File: config.mk
export PLATFORM = sky130hd
export DESIGN_NAME = csi2_raw10_unpacker
export DESIGN_NICKNAME = d
export VERILOG_FILES = /design/src/rtl/csi2_raw10_unpacker.sv
export SDC_FILE = /design/constraint.sdc
export NUM_CORES = 1
export LEC_CHECK = 0
export BUFFER_PORTS_ARGS = -buffer_cell sky130_fd_sc_hd__buf_2
export CORE_ASPECT_RATIO = 1.25
export CORE_MARGIN = 2
export CORE_UTILIZATION = 40
export CTS_CLUSTER_SIZE = 16
export DETAILED_ROUTE_END_ITERATION = 8
export GPL_TIMING_DRIVEN = 0
export PLACE_DENSITY = 0.56
export SKIP_LAST_GASP = 1
export SLEW_MARGIN = 10
export SYNTH_ARGS = -nofsm -noshare
export SYNTH_HDL_FRONTEND = slang
export SYNTH_SLANG_ARGS = --single-unit
export TNS_END_PERCENT = 10
File: constraint.sdc
create_clock -name clk_i -period 4.65 [get_ports clk_i]
set_input_delay 0.465 -clock clk_i [delete_from_list [all_inputs] [get_ports clk_i]]
set_output_delay 0.465 -clock clk_i [all_outputs]
set_load 0.005 [all_outputs]
File: src/rtl/csi2_raw10_unpacker.sv
// rtl/csi2_raw10_unpacker.sv - RAW10 byte stream to 4-pixel beats unpacker
module csi2_raw10_unpacker (
  input  logic        clk_i,
  input  logic        srst_n_i,
  input  logic [31:0] pkt_i_tdata,
  input  logic [3:0]  pkt_i_tstrb,
  input  logic        pkt_i_tvalid,
  input  logic        pkt_i_tlast,
  output logic        pkt_i_tready,
  output logic [39:0] pkt_o_tdata,
  output logic [4:0]  pkt_o_tstrb,
  output logic [4:0]  pkt_o_tkeep,
  output logic        pkt_o_tvalid,
  output logic        pkt_o_tlast,
  output logic        pkt_o_tid,
  output logic        pkt_o_tdest,
  output logic        pkt_o_tuser,
  input  logic        pkt_o_tready,
  output logic        len_err_o
);

  // Byte staging buffer: at most 3 leftover bytes plus one 4-byte beat.
  logic [7:0]  byte_buf [8];
  logic [7:0]  buf_next [8];
  logic [3:0]  byte_cnt;
  logic [3:0]  cnt_next;
  logic [3:0]  base;
  logic [3:0]  nbytes;
  logic        last_pend;
  logic        push;
  logic        pop;
  logic        eol_flush;
  logic [39:0] group_pix;

  assign pkt_o_tstrb = 5'h1f;
  assign pkt_o_tkeep = 5'h1f;
  assign pkt_o_tid   = 1'b0;
  assign pkt_o_tdest = 1'b0;
  assign pkt_o_tuser = 1'b0;

  // tstrb is contiguous from bit 0, so its popcount is the byte count.
  assign nbytes = {3'b000, pkt_i_tstrb[0]} + {3'b000, pkt_i_tstrb[1]}
                + {3'b000, pkt_i_tstrb[2]} + {3'b000, pkt_i_tstrb[3]};

  assign pop          = (byte_cnt >= 4'd5) && (!pkt_o_tvalid || pkt_o_tready);
  assign pkt_i_tready = srst_n_i && !last_pend && ((byte_cnt <= 4'd4) || pop);
  assign push         = pkt_i_tvalid && pkt_i_tready;
  // A pending line end with less than a full group left: drop the residue.
  assign eol_flush    = last_pend && (byte_cnt < 4'd5);

  // Next buffer contents: shift out a popped group, then append the new beat.
  always_comb begin
    for (int k = 0; k < 8; k++) buf_next[k] = byte_buf[k];
    base = byte_cnt;
    if (pop) begin
      base = byte_cnt - 4'd5;
      for (int k = 0; k < 3; k++) buf_next[k] = byte_buf[k + 5];
      for (int k = 3; k < 8; k++) buf_next[k] = 8'h00;
    end
    if (push) begin
      for (int k = 0; k < 4; k++) begin
        if (4'(k) < nbytes) buf_next[3'(base + 4'(k))] = pkt_i_tdata[8*k +: 8];
      end
    end
    cnt_next = base + (push ? nbytes : 4'd0);
  end

  // RAW10 group decode: pixel i is byte i as MSBs and two LSBs from byte 4.
  always_comb begin
    group_pix = '0;
    for (int i = 0; i < 4; i++) begin
      group_pix[10*i +: 10] = {byte_buf[i], byte_buf[4][2*i +: 2]};
    end
  end

  // Buffer, fill level, line-end tracking and length error pulse.
  always_ff @(posedge clk_i) begin
    if (!srst_n_i) begin
      for (int k = 0; k < 8; k++) byte_buf[k] <= 8'h00;
      byte_cnt  <= 4'd0;
      last_pend <= 1'b0;
      len_err_o <= 1'b0;
    end else begin
      byte_buf <= buf_next;
      if (eol_flush) begin
        byte_cnt  <= 4'd0;
        last_pend <= 1'b0;
        len_err_o <= (byte_cnt != 4'd0);
      end else begin
        byte_cnt  <= cnt_next;
        len_err_o <= 1'b0;
        if (push && pkt_i_tlast) begin
          last_pend <= 1'b1;
        end else if (pop && last_pend && (byte_cnt == 4'd5)) begin
          last_pend <= 1'b0;
        end
      end
    end
  end

  // Output register: loads a decoded group on pop, holds while stalled.
  always_ff @(posedge clk_i) begin
    if (!srst_n_i) begin
      pkt_o_tvalid <= 1'b0;
      pkt_o_tdata  <= '0;
      pkt_o_tlast  <= 1'b0;
    end else if (pop) begin
      pkt_o_tvalid <= 1'b1;
      pkt_o_tdata  <= group_pix;
      pkt_o_tlast  <= last_pend && (byte_cnt == 4'd5);
    end else if (pkt_o_tready) begin
      pkt_o_tvalid <= 1'b0;
    end
  end

endmodule
==> reports/results.tsv, run 1 <==
metric	value	unit
status	finished, final reports clean	
ys async rst share	0	%
Post-Place Worst Slack	-0.366	ns
Largest stage delay, worst path	0.59	ns
Clk pwr share	29.4	%
largest cells by area after synthesis	dfxtp_1 28%, nand2_1 7.3%, a21oi_1 6.4%, a221oi_1 5.7%, mux2_2 3.4%	
#FFs+latches synth	112	
Overall Power	2.70	mW
pin count of the biggest net entering global routing	19	
DR vias	9204	
Fin Setup TNS	0	ns
post-layout util	46.6	%
worst-skew pair later-pin latency	0.37	ns
DRC violations left	0	
final std cells w/o fill	1375	
CTS tree	built	
Pint	1.68	mW
Fmax	217	MHz
relative slew slack	12.8	%
Final setup viols	0	
Non-Filler Cell Area, Final	9100	µm²
synthesized cell area	8010	µm²
# clock sinks	112	
number of synthesized flops with an enable pin	0	
Max Root-Sink Buffers	2	
Logic pwr share	31.9	%
total of max-cap violations	0	
peak supply drop	246	µV
hold slack final	0.350	ns
Cell Area, Placed	8690	µm²
Detail Route Antenna Nets	0	
largest area contributor in the netlist	dfxtp_1	
Max FO, Critical Path	10	
H-tree depth	3	
net switching power	1.03	mW
routability congestion estimate	1.02	
synthesized area per cell	7.88	µm²
Period minus WS final	4.61	ns
Die X	131	µm
cells along the critical path	inv_1 > ha_1 > or3b_1 > buf_6 > nand3_1 > buf_2 > o21a_1 > inv_1 > ha_1 > or4_1 > a31oi_2 > clkbuf_2 > a31oi_1 > o21ai_0 > a21oi_1	
Max Slew Vio Count	0	
top post-synthesis cells by count	156 x nand2_1, 112 x dfxtp_1, 103 x a21oi_1, 62 x nor2_1, 52 x a221oi_1	
Avg WL per Cell	27.2	µm
most common cell in the netlist	nand2_1	
register area share after synthesis	28.0	%
Hold Crit Class	input pin to register	
# diodes	0	
number of global-route vias before repair	8354	
critical path class	register to register	
Area growth syn-to-layout	13.7	%
nets	1157	
synthesized instance count	1016	
I/O Buffers	63	
crit path DAT	4.85	ns
pwr/cell area	297	nW/µm²
synth unique cells	85	
CTS Buf Count	9	
main flop type after synthesis	dfxtp_1	
Ys Warns	0	
fraction of layout cells with a size suffix above 1	16.8	%
die area	21200	µm²
Ports	98	
Lkg Pwr	3.22	nW
first-pass GRT wire length	54500	µm
Die Y	162	µm
Row Count	57	
switching share of power	38.0	%
Initial Utilization	41.0	%
Clock Skew	0.00678	ns
Hold Fails Final Rpt	0	
register share of total power	38.7	%
Req. time, crit path	4.89	ns
drt first-iter violations	1348	
RSZ-0062 raised after global routing	true	
vias per cell	6.69	
GRT Total Usage	35.0	%
initial antenna violation count	0	
clock slew at the register clock pins of the worst setup and hold paths	0.08	ns
Inst Count DP	1355	
slew at the pin closest to its max-slew limit	1.30	ns
total grt overflow	0	
Final period util	99.1	%
CTS Root Cell	clkbuf_16	
Final WS setup	0.0436	ns
slowest CP cell	or4_1	
Startpoint Class	register	
routed wire length	37500	µm
area of the core	19500	µm²
CP Capture Type	register	
top cell type's share of synthesized area	28.0	%
1st-pass router iterations	7	
detailed-placement wirelength estimate	26600	µm
[power by group through the flow]
stage / clock network [mW] / registers, mW / logic, mW
detailed placement: 0 / 1.07 / 0.809
CTS: 0.797 / 1.04 / 0.816
global route: 0.836 / 1.05 / 0.910
global placement: 0 / 1.07 / 0.809
floorplan: 0 / 1.05 / 0.563
finish: 0.795 / 1.04 / 0.861
[path summary, 6_finish.rpt]
kind	endpoint	slack (ns)	cells past startpoint	from
min reg2reg	pkt_o_tdata[19]	0.45	2	pkt_o_tdata[19]
max	byte_buf[8]	0.04	15	byte_cnt[1]
max reg2reg	byte_buf[8]	0.04	15	byte_cnt[1]
min	last_pend	0.35	3	pkt_i_tlast
[sequential cells by signal (all words and copies together), names as in the netlist]
name and cells:
byte_buf 64, pkt_o_tdata 40, byte_cnt 4, last_pend 1, len_err_o 1, pkt_o_tlast 1, pkt_o_tvalid 1
[critical path: cells and delay by family, from the launching register on]
kind | cells | cell delay, ns
buf+inv | 5 | 1.07
simple gates | 3 | 1.23
fa+ha+maj | 2 | 0.54
compound gates | 5 | 1.09
flops | 1 | 0.53
[cell families after synthesis]
logic type | Yosys count | share of synthesized area, %
AND/OR/NAND/NOR | 304 | 17.9
multiplexers | 50 | 6.63
AO/OA/AOI/OAI | 399 | 37.3
other | 2 | 0.0938
adder cells (fa/ha/maj) | 11 | 1.91
XOR/XNOR | 4 | 0.672
flip-flops | 112 | 28.0
buffers and inverters | 134 | 7.52
[timing repair]
action                                  CTS  global route
hold buffers                              0             0
cloned                                    0             0
resized for setup                         6            12
setup buffers                             0             5
endpoints found under the setup margin   43            47
pin swaps                                 0             3
[final cells by class]
class	count	area, µm²
inverter	26	97.6
multi-input combinational	781	5280
clock inverter	5	38.8
tap	265	332
timing repair buffer	68	365
fill	2124	10400
buffer	107	505
sequential	112	2240
clock buffer	11	243
[layout by cell type (no fill, tap or decap), types with 29 or more instances in the layout]
cell / netlist / layout
nand2_1: 156 / 156
dfxtp_1: 112 / 112
a21oi_1: 103 / 103
buf_2: 10 / 74
nor2_1: 62 / 61
a221oi_1: 52 / 52
clkbuf_1: 47 / 44
a22oi_1: 31 / 31
a31oi_1: 31 / 30
buf_1: 30 / 29
[routing by layer]
layer / part of all wire (%) / vias to the layer above / global-route usage, %
met3: 10 / 154 / 7.31
met5: 0.13 / - / 1.96
met2: 43 / 624 / 51.9
li1: - / 4063 / -
met1: 39 / 4361 / 46.3
met4: 7.3 / 2 / 21.0
Power figures use the tool's default switching activity.
==> inputs of run 2 (changes only) <==
--- a/config.mk
+++ b/config.mk
@@ -9,6 +9,7 @@
 export CORE_ASPECT_RATIO = 1.25
 export CORE_MARGIN = 2
 export CORE_UTILIZATION = 40
+export CTS_BUF_LIST = sky130_fd_sc_hd__clkbuf_8 sky130_fd_sc_hd__clkbuf_16
 export CTS_CLUSTER_SIZE = 16
 export DETAILED_ROUTE_END_ITERATION = 8
 export GPL_TIMING_DRIVEN = 0
==> run 2 against run 1 <==
Fmax increased by 0.53%. Critical path depth unchanged. Worst setup slack improved by 0.024 ns. Global-route usage unchanged. Die area unchanged. Final area unchanged. First-iteration DRC count about the same. Utilization unchanged. Final cell count unchanged. Clock-buffer cell count decreased by 1. Non-clock buffer count unchanged. Sequential share of layout area unchanged. Largest power group unchanged.
==> reports/results.tsv, run 2 (synthesized netlist as in run 1, its figures left out) <==
metric	value	unit	change
first-pass GRT wire length	54500	µm	unchanged
Critical Path Start	byte_cnt[1]		
Max Root-Sink Buffers	2		unchanged
critical path class	register to register		
total grt overflow	0		unchanged
relative slew slack	18.2	%	+5.4 points
die area	21200	µm²	unchanged
I/O Buffers	63		unchanged
total of max-cap violations	0		unchanged
Hold Crit Start	pkt_i_tlast		
initial antenna violation count	0		unchanged
post-layout util	46.6	%	unchanged
most common cell after layout, fill and taps aside	nand2_1		
worst-skew pair later-pin latency	0.37	ns	about the same
GRT Total Usage	35.0	%	unchanged
drt first-iter violations	1349		+0.074%
sequential cell area	2240	µm²	unchanged
pin count of the biggest net entering global routing	19		unchanged
Initial Utilization	41.0	%	unchanged
Final setup viols	0		unchanged
Max FO, Critical Path	10		unchanged
crit path DAT	4.83	ns	-0.02 ns
worst r2r src	byte_cnt[1]		
routed wire length	37600	µm	+0.31%
Max Slew Vio Count	0		unchanged
Die X	131	µm	unchanged
pwr/cell area	297	nW/µm²	+0.13%
Period minus WS final	4.58	ns	-0.0243 ns
Avg WL per Cell	27.3	µm	+0.31%
Largest stage delay, worst path	0.58	ns	about the same
hold slack final	0.353	ns	+0.00298 ns
Fin Setup TNS	0	ns	unchanged
commonest cells after routing, fill and taps aside	156 x nand2_1, 112 x dfxtp_1, 103 x a21oi_1		
detailed-placement wirelength estimate	26600	µm	unchanged
vias per cell	6.67		-0.36%
CP Capture Type	register		
peak supply drop	244	µV	-0.62%
Final period util	98.5	%	-0.52 points
Hold Crit Class	input pin to register		
Hold Fails Final Rpt	0		unchanged
slew at the pin closest to its max-slew limit	1.22	ns	-0.0804 ns
fraction of layout cells with a size suffix above 1	16.8	%	unchanged
# diodes	0		unchanged
Detail Route Antenna Nets	0		unchanged
DRC violations left	0		unchanged
Fmax	218	MHz	+0.53%
number of global-route vias before repair	8354		unchanged
biggest regs	byte_buf x64, pkt_o_tdata x40, byte_cnt x4		
area of the core	19500	µm²	unchanged
Req. time, crit path	4.89	ns	about the same
CTS Buf Count	9		unchanged
multi-input combinational cell area	5280	µm²	unchanged
Row Count	57		unchanged
largest reg by FF count	byte_buf		
Die Y	162	µm	unchanged
Startpoint Class	register		
DR vias	9171		-0.36%
RSZ-0062 raised after global routing	true		
1st-pass router iterations	8		+1
clock slew at the register clock pins of the worst setup and hold paths	0.08	ns	about the same
Filler Cell Count	2124		unchanged
slowest CP cell	or4_1		
Ports	98		unchanged
status	finished, final reports clean		
max FFs per register	64		unchanged
post-cts hold buffer count	0		unchanged
Area growth syn-to-layout	13.7	%	unchanged
# clock sinks	112		unchanged
Lkg Pwr	3.23	nW	+0.13%
CTS Root Cell	clkbuf_16		
Clock Skew	0.00707	ns	+0.000290 ns
routability congestion estimate	1.02		unchanged
cells along the critical path	inv_1 > ha_1 > or3b_1 > buf_6 > nand3_1 > buf_2 > o21a_1 > inv_1 > ha_1 > or4_1 > a31oi_2 > clkbuf_2 > a31oi_1 > o21ai_0 > a21oi_1		
nets	1157		unchanged
CTS tree	built		
H-tree depth	3		unchanged
[run 2: changes by cell type in the layout (fill, tap and decap cells not counted), sizes merged]
cell / before / now
clkbuf: 57 / 56
inv: 28 / 29
[run 2: power breakdown]
part	leakage, nW	switching, mW	internal [mW]
Clock	0.141	0.413	0.382
Sequential	0.908	0.0400	1.01
Combinational	2.18	0.578	0.286
Total	3.23	1.03	1.67
[run 2: path summary, 6_finish.rpt]
| check | endpoint | slack [ns] | cells after the start |
|---|---|---|---|
| setup / recovery | byte_buf[8] | 0.07 | 15 |
| hold / removal | last_pend | 0.35 | 3 |
| setup reg to reg | byte_buf[8] | 0.07 | 15 |
| hold reg to reg | pkt_o_tdata[19] | 0.45 | 2 |
[run 2: what timing repair did]
| action | CTS | global route |
|---|---|---|
| setup buffers | 0 | 5 |
| pin swaps | 0 | 3 |
| endpoints found under the setup margin | 43 | 47 |
| resized for setup | 6 | 12 |
[run 2: routing by layer]
metal,part of all wire (%),GRT usage (%)
met2,43,51.9
met1,40,46.3
met3,9.7,7.31
met4,7.2,21.0
met5,0,1.96
[run 2: metrics by stage]
stage                     std cells  total power [mW]  instance area [µm²]  worst slack (ns)
after CTS                      1371              2.65                 9010           -0.0357
after detailed placement       1355              1.88                 8690            -0.366
after global routing           1375              2.79                 9100            -0.121
after global placement         1355              1.87                 8690            -0.341
after floorplan                1027              1.61                 8050             0.755
final                          1375              2.70                 9100            0.0679
[run 2: cell type report]
class	instances	area share, %
Multi-Input combinational cell	781	58.0
Tap cell	265	3.64
Clock buffer	10	2.63
Clock inverter	6	0.467
Sequential cell	112	24.6
Timing Repair Buffer	68	4.01
Buffer	107	5.55
Inverter	26	1.07
[run 2: worst max-delay path, delay by kind of cell (launching register included)]
kind,cells,cell delay (ns)
AOI/OAI and AO/OA,5,1.08
buffers and inverters,5,1.08
adders and majority gates,2,0.54
and+or+nand+nor,3,1.22
DFF,1,0.54
